$ cat src/rtl/max7219_pkg.sv
// Shared constants for the MAX7219 serial-side receiver model.
// Holds the register address map, frame length, receiver FSM encoding,
// synchroniser bit lanes and register reset values.
package max7219_pkg;

  localparam int unsigned FRAME_BITS = 16;

  // Register address map (frame bits 11:8)
  localparam logic [3:0] ADDR_NOOP      = 4'h0;
  localparam logic [3:0] ADDR_DIGIT0    = 4'h1;
  localparam logic [3:0] ADDR_DECODE    = 4'h9;
  localparam logic [3:0] ADDR_INTENSITY = 4'hA;
  localparam logic [3:0] ADDR_SCANLIMIT = 4'hB;
  localparam logic [3:0] ADDR_SHUTDOWN  = 4'hC;
  localparam logic [3:0] ADDR_DISPTEST  = 4'hF;

  typedef enum logic [1:0] {
    ST_WAIT_IDLE = 2'd0,
    ST_READY     = 2'd1,
    ST_SHIFT     = 2'd2
  } rx_state_e;

  // Lane order of the SPI synchroniser vector
  localparam int unsigned LANE_MOSI = 0;
  localparam int unsigned LANE_CLK  = 1;
  localparam int unsigned LANE_CS   = 2;

  // Reset values
  localparam logic [7:0] RST_DIGIT      = 8'h00;
  localparam logic [7:0] RST_DECODE     = 8'h00;
  localparam logic [3:0] RST_INTENSITY  = 4'h0;
  localparam logic [2:0] RST_SCANLIMIT  = 3'h0;
  localparam logic       RST_SHUTDOWN_N = 1'b0;
  localparam logic       RST_DISPTEST   = 1'b0;
  localparam logic       RST_DOUT       = 1'b0;

endpackage

$ cat src/rtl/spi_in_sync.sv
// Two-flop synchroniser plus history flop for the SPI input pins.
// Ports:
//   clk_in - system clock
//   init   - synchronous active-high reset
//   din    - asynchronous pin levels
//   level  - synchronised levels
//   rise   - one-cycle pulse on a synchronised 0->1 transition
//   fall   - one-cycle pulse on a synchronised 1->0 transition
module spi_in_sync #(
  parameter int unsigned WIDTH = 3
) (
  input  logic             clk_in,
  input  logic             init,
  input  logic [WIDTH-1:0] din,
  output logic [WIDTH-1:0] level,
  output logic [WIDTH-1:0] rise,
  output logic [WIDTH-1:0] fall
);

  logic [WIDTH-1:0] sync1;
  logic [WIDTH-1:0] sync2;
  logic [WIDTH-1:0] hist;

  always_ff @(posedge clk_in) begin
    if (init) begin
      sync1 <= '0;
      sync2 <= '0;
      hist  <= '0;
    end else begin
      sync1 <= din;
      sync2 <= sync1;
      hist  <= sync2;
    end
  end

  assign level = sync2;
  assign rise  = sync2 & ~hist;
  assign fall  = ~sync2 & hist;

endmodule

$ cat src/rtl/max7219_rx.sv
// Serial-side model of one MAX7219 display driver.
// Oversamples SPI_MOSI/SPI_CLK/SPI_CS, shifts in MSB-first 16-bit frames and
// latches them into the MAX7219 register file on the CS rising edge.
// Shifted-out bits are repeated on DOUT for daisy chains.
// Ports:
//   clk_in, init            - system clock, synchronous active-high reset
//   SPI_MOSI/SPI_CLK/SPI_CS - serial inputs (CS active low)
//   DOUT                    - daisy-chain output, bit received 16 clocks earlier
//   reg_wr_valid            - one-cycle pulse per accepted frame
//   reg_addr/reg_data       - address/data of the last accepted frame
//   short_frame             - one-cycle pulse when CS rises before 16 bits
//   rd_digit/rd_data        - combinational digit register read port
//   decode_mode, intensity, scan_limit, shutdown_n, display_test - control regs
module max7219_rx #(
  parameter int unsigned NUM_DIGITS = 8,
  parameter int unsigned FRAME_BITS = 16
) (
  input  logic       clk_in,
  input  logic       init,
  input  logic       SPI_MOSI,
  input  logic       SPI_CLK,
  input  logic       SPI_CS,
  output logic       DOUT,
  output logic       reg_wr_valid,
  output logic [3:0] reg_addr,
  output logic [7:0] reg_data,
  output logic       short_frame,
  input  logic [2:0] rd_digit,
  output logic [7:0] rd_data,
  output logic [7:0] decode_mode,
  output logic [3:0] intensity,
  output logic [2:0] scan_limit,
  output logic       shutdown_n,
  output logic       display_test
);

  import max7219_pkg::*;

  logic [2:0] sync_level;
  logic [2:0] sync_rise;
  logic [2:0] sync_fall;

  spi_in_sync #(.WIDTH(3)) u_sync (
    .clk_in (clk_in),
    .init   (init),
    .din    ({SPI_CS, SPI_CLK, SPI_MOSI}),
    .level  (sync_level),
    .rise   (sync_rise),
    .fall   (sync_fall)
  );

  logic mosi_s;
  logic cs_s;
  logic clk_rise;
  logic clk_fall;
  logic cs_fall;
  logic cs_rise;

  assign mosi_s   = sync_level[LANE_MOSI];
  assign cs_s     = sync_level[LANE_CS];
  assign clk_rise = sync_rise[LANE_CLK];
  assign clk_fall = sync_fall[LANE_CLK];
  assign cs_rise  = sync_rise[LANE_CS];
  assign cs_fall  = sync_fall[LANE_CS];

  logic unused_sync;
  assign unused_sync = ^{sync_level[LANE_CLK], sync_rise[LANE_MOSI], sync_fall[LANE_MOSI]};

  rx_state_e             state;
  logic [FRAME_BITS-1:0] sr;
  logic [4:0]            count;
  logic                  load;
  logic                  frame_short;
  logic [3:0]            frame_addr;
  logic [7:0]            frame_data;

  assign frame_addr = sr[11:8];
  assign frame_data = sr[7:0];

  // CS rising ends the frame and takes priority over any SPI clock edge
  // detected in the same cycle.
  always_comb begin
    load        = 1'b0;
    frame_short = 1'b0;
    if (state == ST_SHIFT && cs_rise) begin
      if (count >= 5'(FRAME_BITS)) load = 1'b1;
      else                         frame_short = 1'b1;
    end
  end

  always_ff @(posedge clk_in) begin
    if (init) begin
      state        <= ST_WAIT_IDLE;
      sr           <= '0;
      count        <= '0;
      DOUT         <= RST_DOUT;
      reg_wr_valid <= 1'b0;
      short_frame  <= 1'b0;
      reg_addr     <= '0;
      reg_data     <= '0;
    end else begin
      reg_wr_valid <= load;
      short_frame  <= frame_short;
      if (load) begin
        reg_addr <= frame_addr;
        reg_data <= frame_data;
      end
      unique case (state)
        // A frame cut by reset is dropped: wait for CS to be seen high.
        ST_WAIT_IDLE: if (cs_s) state <= ST_READY;
        ST_READY: begin
          if (cs_fall) begin
            state <= ST_SHIFT;
            count <= '0;
          end
        end
        ST_SHIFT: begin
          if (cs_rise) begin
            state <= ST_READY;
          end else if (clk_rise) begin
            sr <= {sr[FRAME_BITS-2:0], mosi_s};
            if (count != 5'd31) count <= count + 5'd1;
          end else if (clk_fall) begin
            DOUT <= sr[FRAME_BITS-1];
          end
        end
        default: state <= ST_WAIT_IDLE;
      endcase
    end
  end

  logic [7:0] digit [NUM_DIGITS];

  always_ff @(posedge clk_in) begin
    if (init) begin
      for (int unsigned i = 0; i < NUM_DIGITS; i++) digit[i] <= RST_DIGIT;
      decode_mode  <= RST_DECODE;
      intensity    <= RST_INTENSITY;
      scan_limit   <= RST_SCANLIMIT;
      shutdown_n   <= RST_SHUTDOWN_N;
      display_test <= RST_DISPTEST;
    end else if (load) begin
      // Digit addresses beyond NUM_DIGITS match no entry and are dropped.
      for (int unsigned i = 0; i < NUM_DIGITS; i++) begin
        if (frame_addr == ADDR_DIGIT0 + 4'(i)) digit[i] <= frame_data;
      end
      case (frame_addr)
        ADDR_DECODE:    decode_mode  <= frame_data;
        ADDR_INTENSITY: intensity    <= frame_data[3:0];
        ADDR_SCANLIMIT: scan_limit   <= frame_data[2:0];
        ADDR_SHUTDOWN:  shutdown_n   <= frame_data[0];
        ADDR_DISPTEST:  display_test <= frame_data[0];
        default: ;
      endcase
    end
  end

  always_comb begin
    rd_data = '0;
    for (int unsigned i = 0; i < NUM_DIGITS; i++) begin
      if (rd_digit == 3'(i)) rd_data = digit[i];
    end
  end

endmodule

$ cat config.mk
export PLATFORM = sky130hd
export DESIGN_NAME = max7219_rx
export DESIGN_NICKNAME = d
export VERILOG_FILES = /design/src/rtl/max7219_pkg.sv /design/src/rtl/spi_in_sync.sv /design/src/rtl/max7219_rx.sv
export SDC_FILE = /design/constraint.sdc
export NUM_CORES = 1
export LEC_CHECK = 0
export CORE_MARGIN = 1.5
export CORE_UTILIZATION = 57
export DETAILED_ROUTE_END_ITERATION = 6
export PLACE_DENSITY = 0.79
export SETUP_SLACK_MARGIN = 0.15
export SYNTH_ARGS = -nofsm -noshare
export SYNTH_HDL_FRONTEND = slang
export SYNTH_HIERARCHICAL = 1
export SYNTH_SLANG_ARGS = --single-unit
export TNS_END_PERCENT = 50
$ cat constraint.sdc
create_clock -name clk_in -period 2.5 [get_ports clk_in]
set_input_delay 0.25 -clock clk_in [delete_from_list [all_inputs] [get_ports clk_in]]
set_output_delay 0.25 -clock clk_in [all_outputs]
set_load 0.01 [all_outputs]
==> key figures <==
Placed design
  – Port buffer count: 47
  – DP Worst Slack: -15.7 ps
  – Routability congestion estimate: 0.792
  – DP Wirelength: about 7600 um

Clock network
  – Clk root buf: clkbuf_8
  – Worst-skew pair later-pin latency: about 520 ps
  – Sinks on Clock Net: 127
  – Clock tree from TritonCTS: yes
  – H-tree levels: 4
  – Clk pin slew, worst setup/hold paths: around 60 ps
  – Max clock buf depth: 2
  – Cts bufs inserted: 17
  – Cts hold-fix bufs: 0

STA
  – Fmax: 440 MHz
  – Worst setup margin: 226 ps
  – # setup viols final: 0
  – Final Hold Fails: 0
  – Final worst path period share: 90.9%
  – Worst-Margin Slew: 588 ps
  – Min Clock Period, post-route: 2270 ps
  – RSZ-0062 raised after global routing: yes
  – Worst Skew: a little under 7 ps
  – Final max-slew violation count: 0
  – Rel. slew slack: 60.8%

Global route
  – Largest net degree at the start of global routing: 28
  – GRT Residual Overflow: 0
  – Vias in the first global route: 3424
  – Global-route wire length before repair: ~18000 um
  – Initial antenna violation count: 0
  – Tot GR Track Use: about a quarter

Layout
  – Synthesis-to-finish area growth: 23.9%
  – Final core occ: between 70 and 80%
  – FILL cells: 583
  – Ratio of cells with drive above 1 in the final layout: 14.6%
  – Nets: 518
  – Final antenna diode count: 0

Detailed routing
  – DRT iter0 DRCs: roughly 260
  – Total routed wirelength: between 10000 and 15000 um
  – Via-to-Cell Ratio: roughly 5.7
  – # DRC: 0
  – Post-route ant nets: 0
  – Via Count: 3585
  – Initial DRT Pass Iterations: 5
  – DR WL/cell: 18.2 um

Floorplanning
  – Die ar.: slightly below 10000 um^2
  – Row count: 35
  – Core area: 9150 um^2
  – Boundary Pins: 48
  – Die H: between 90 and 100 um
  – Initial Util: 58.3%
  – Die Wd: 99.7 um

Critical path
  – CP arrival: 2420 ps
  – Critical Path Sink Type: flip-flop
  – Worst r2r src: u_sync/level[2]
  – R2r setup slk: 230 ps
  – Crit path kind: reg -> reg
  – CP max FO: 8
  – Reg-to-reg critical path endpoint: digit[0][6]
  – R2R cell count: 4
  – Setup crit start kind: flip-flop
  – CP required: ~2700 ps

Synth
  – Syn Area/Cell: 11.9 um^2
  – Syn nets: 460
  – Cell area after synthesis: ~5300 um^2
  – Synth Instances: 449
  – YS warnings: 6

Power and ir drop
  – Leakage power: 0.00249 uW
  – Maximum vdd drop: 614 uV
  – Pwr dens: 738 nW/um^2
  – Tot Pwr: 4880 uW

Hold path
  – HP Start: init
  – Worst Hold End: sr[11]
  – Hold/Removal Path Class: in -> reg
  – Hold depth: 2

Job
  – MaxCap Viol Count: 0

Status
  – Status: finished clean
[sequential cells by signal (all words and copies together), names as in the netlist]
signal / cells
sr: 16
scan_limit: 3
reg_addr: 4
DOUT: 1
reg_wr_valid: 1
digit: 64
u_sync/hist: 2
state: 2
count: 5
u_sync/sync1: 3
display_test: 1
decode_mode: 8
short_frame: 1
intensity: 4
shutdown_n: 1
reg_data: 8
u_sync/level: 3
[worst max path at each step]
stage | from | end | cells past startpoint
6_report | u_sync/level[2] | digit[0][6] | 4
4_1_cts | rd_digit[1] | rd_data[5] | 5
3_5_place_dp | rd_digit[1] | rd_data[7] | 5
5_1_grt | u_sync/level[2] | digit[0][29] | 4
2_1_floorplan | u_sync/level[2] | digit[1][24] | 5
3_3_place_gp | rd_digit[1] | rd_data[7] | 5
[cell type report]
| cell class | instances | area, um^2 | area share [%] |
|---|---|---|---|
| clock buffer | 23 | 483 | 7.31 |
| clock inverter | 9 | 106 | 1.61 |
| inverter | 10 | 37.5 | 0.568 |
| multi-input combinational | 278 | 1950 | 29.6 |
| sequential | 127 | 3180 | 48.2 |
| tap | 111 | 139 | 2.10 |
| timing repair buffer | 73 | 706 | 10.7 |
[metal layers]
metal	wire, um	share of wire (%)	vias up	global-route usage (%)
li1	-	-	1694	-
met1	4920	43	1738	31.6
met2	5570	49	127	38.7
met3	713	6.2	26	6.47
met4	269	2.3	0	8.34
met5	0	0	-	0
[cells in the final DEF (no fill, tap or decap), drive strengths merged, types with 8 or more instances in the layout]
master	n
edfxtp	64
dfxtp	63
nand2	59
nor2	53
nand2b	38
clkdlybuf4s50	37
a21oi	32
buf	27
clkbuf	23
mux2i	17
mux4	16
nor2b	15
inv	11
mux2	8
[critical path, stage by stage, from the launching register on]
cell and delay (ps):
dfxtp_1 360, nor2b_1 470, and4b_1 500, nand4b_2 150, nand2b_1 420
[power by group]
part / total [uW] / switching (uW) / internal, uW
clock: 2410 / 867 / 1550
combinational: 207 / 91.3 / 116
sequential: 2260 / 21.1 / 2240
total: 4880 / 980 / 3900
[per-stage QoR]
| stage | std cells | area (um^2) | hold WS, ps | setup TNS (ps) |
|---|---|---|---|---|
| finish | 631 | 6610 | 181 | 0 |
| global route | 631 | 6610 | 183 | 0 |
| CTS | 625 | 6530 | 161 | 0 |
| detailed placement | 592 | 5940 | 432 | -17.4 |
| global placement | 592 | 5940 | 416 | 0 |
| floorplan | 449 | 5330 | 322 | 0 |
[timing repair]
action                     4_1_cts  5_1_grt
buffers inserted                 1        6
setup endpoints to repair        8       17
gates cloned                     0        0
pin swaps                        0        0
resized for setup                4        7
(Power assumes the default switching activity.)
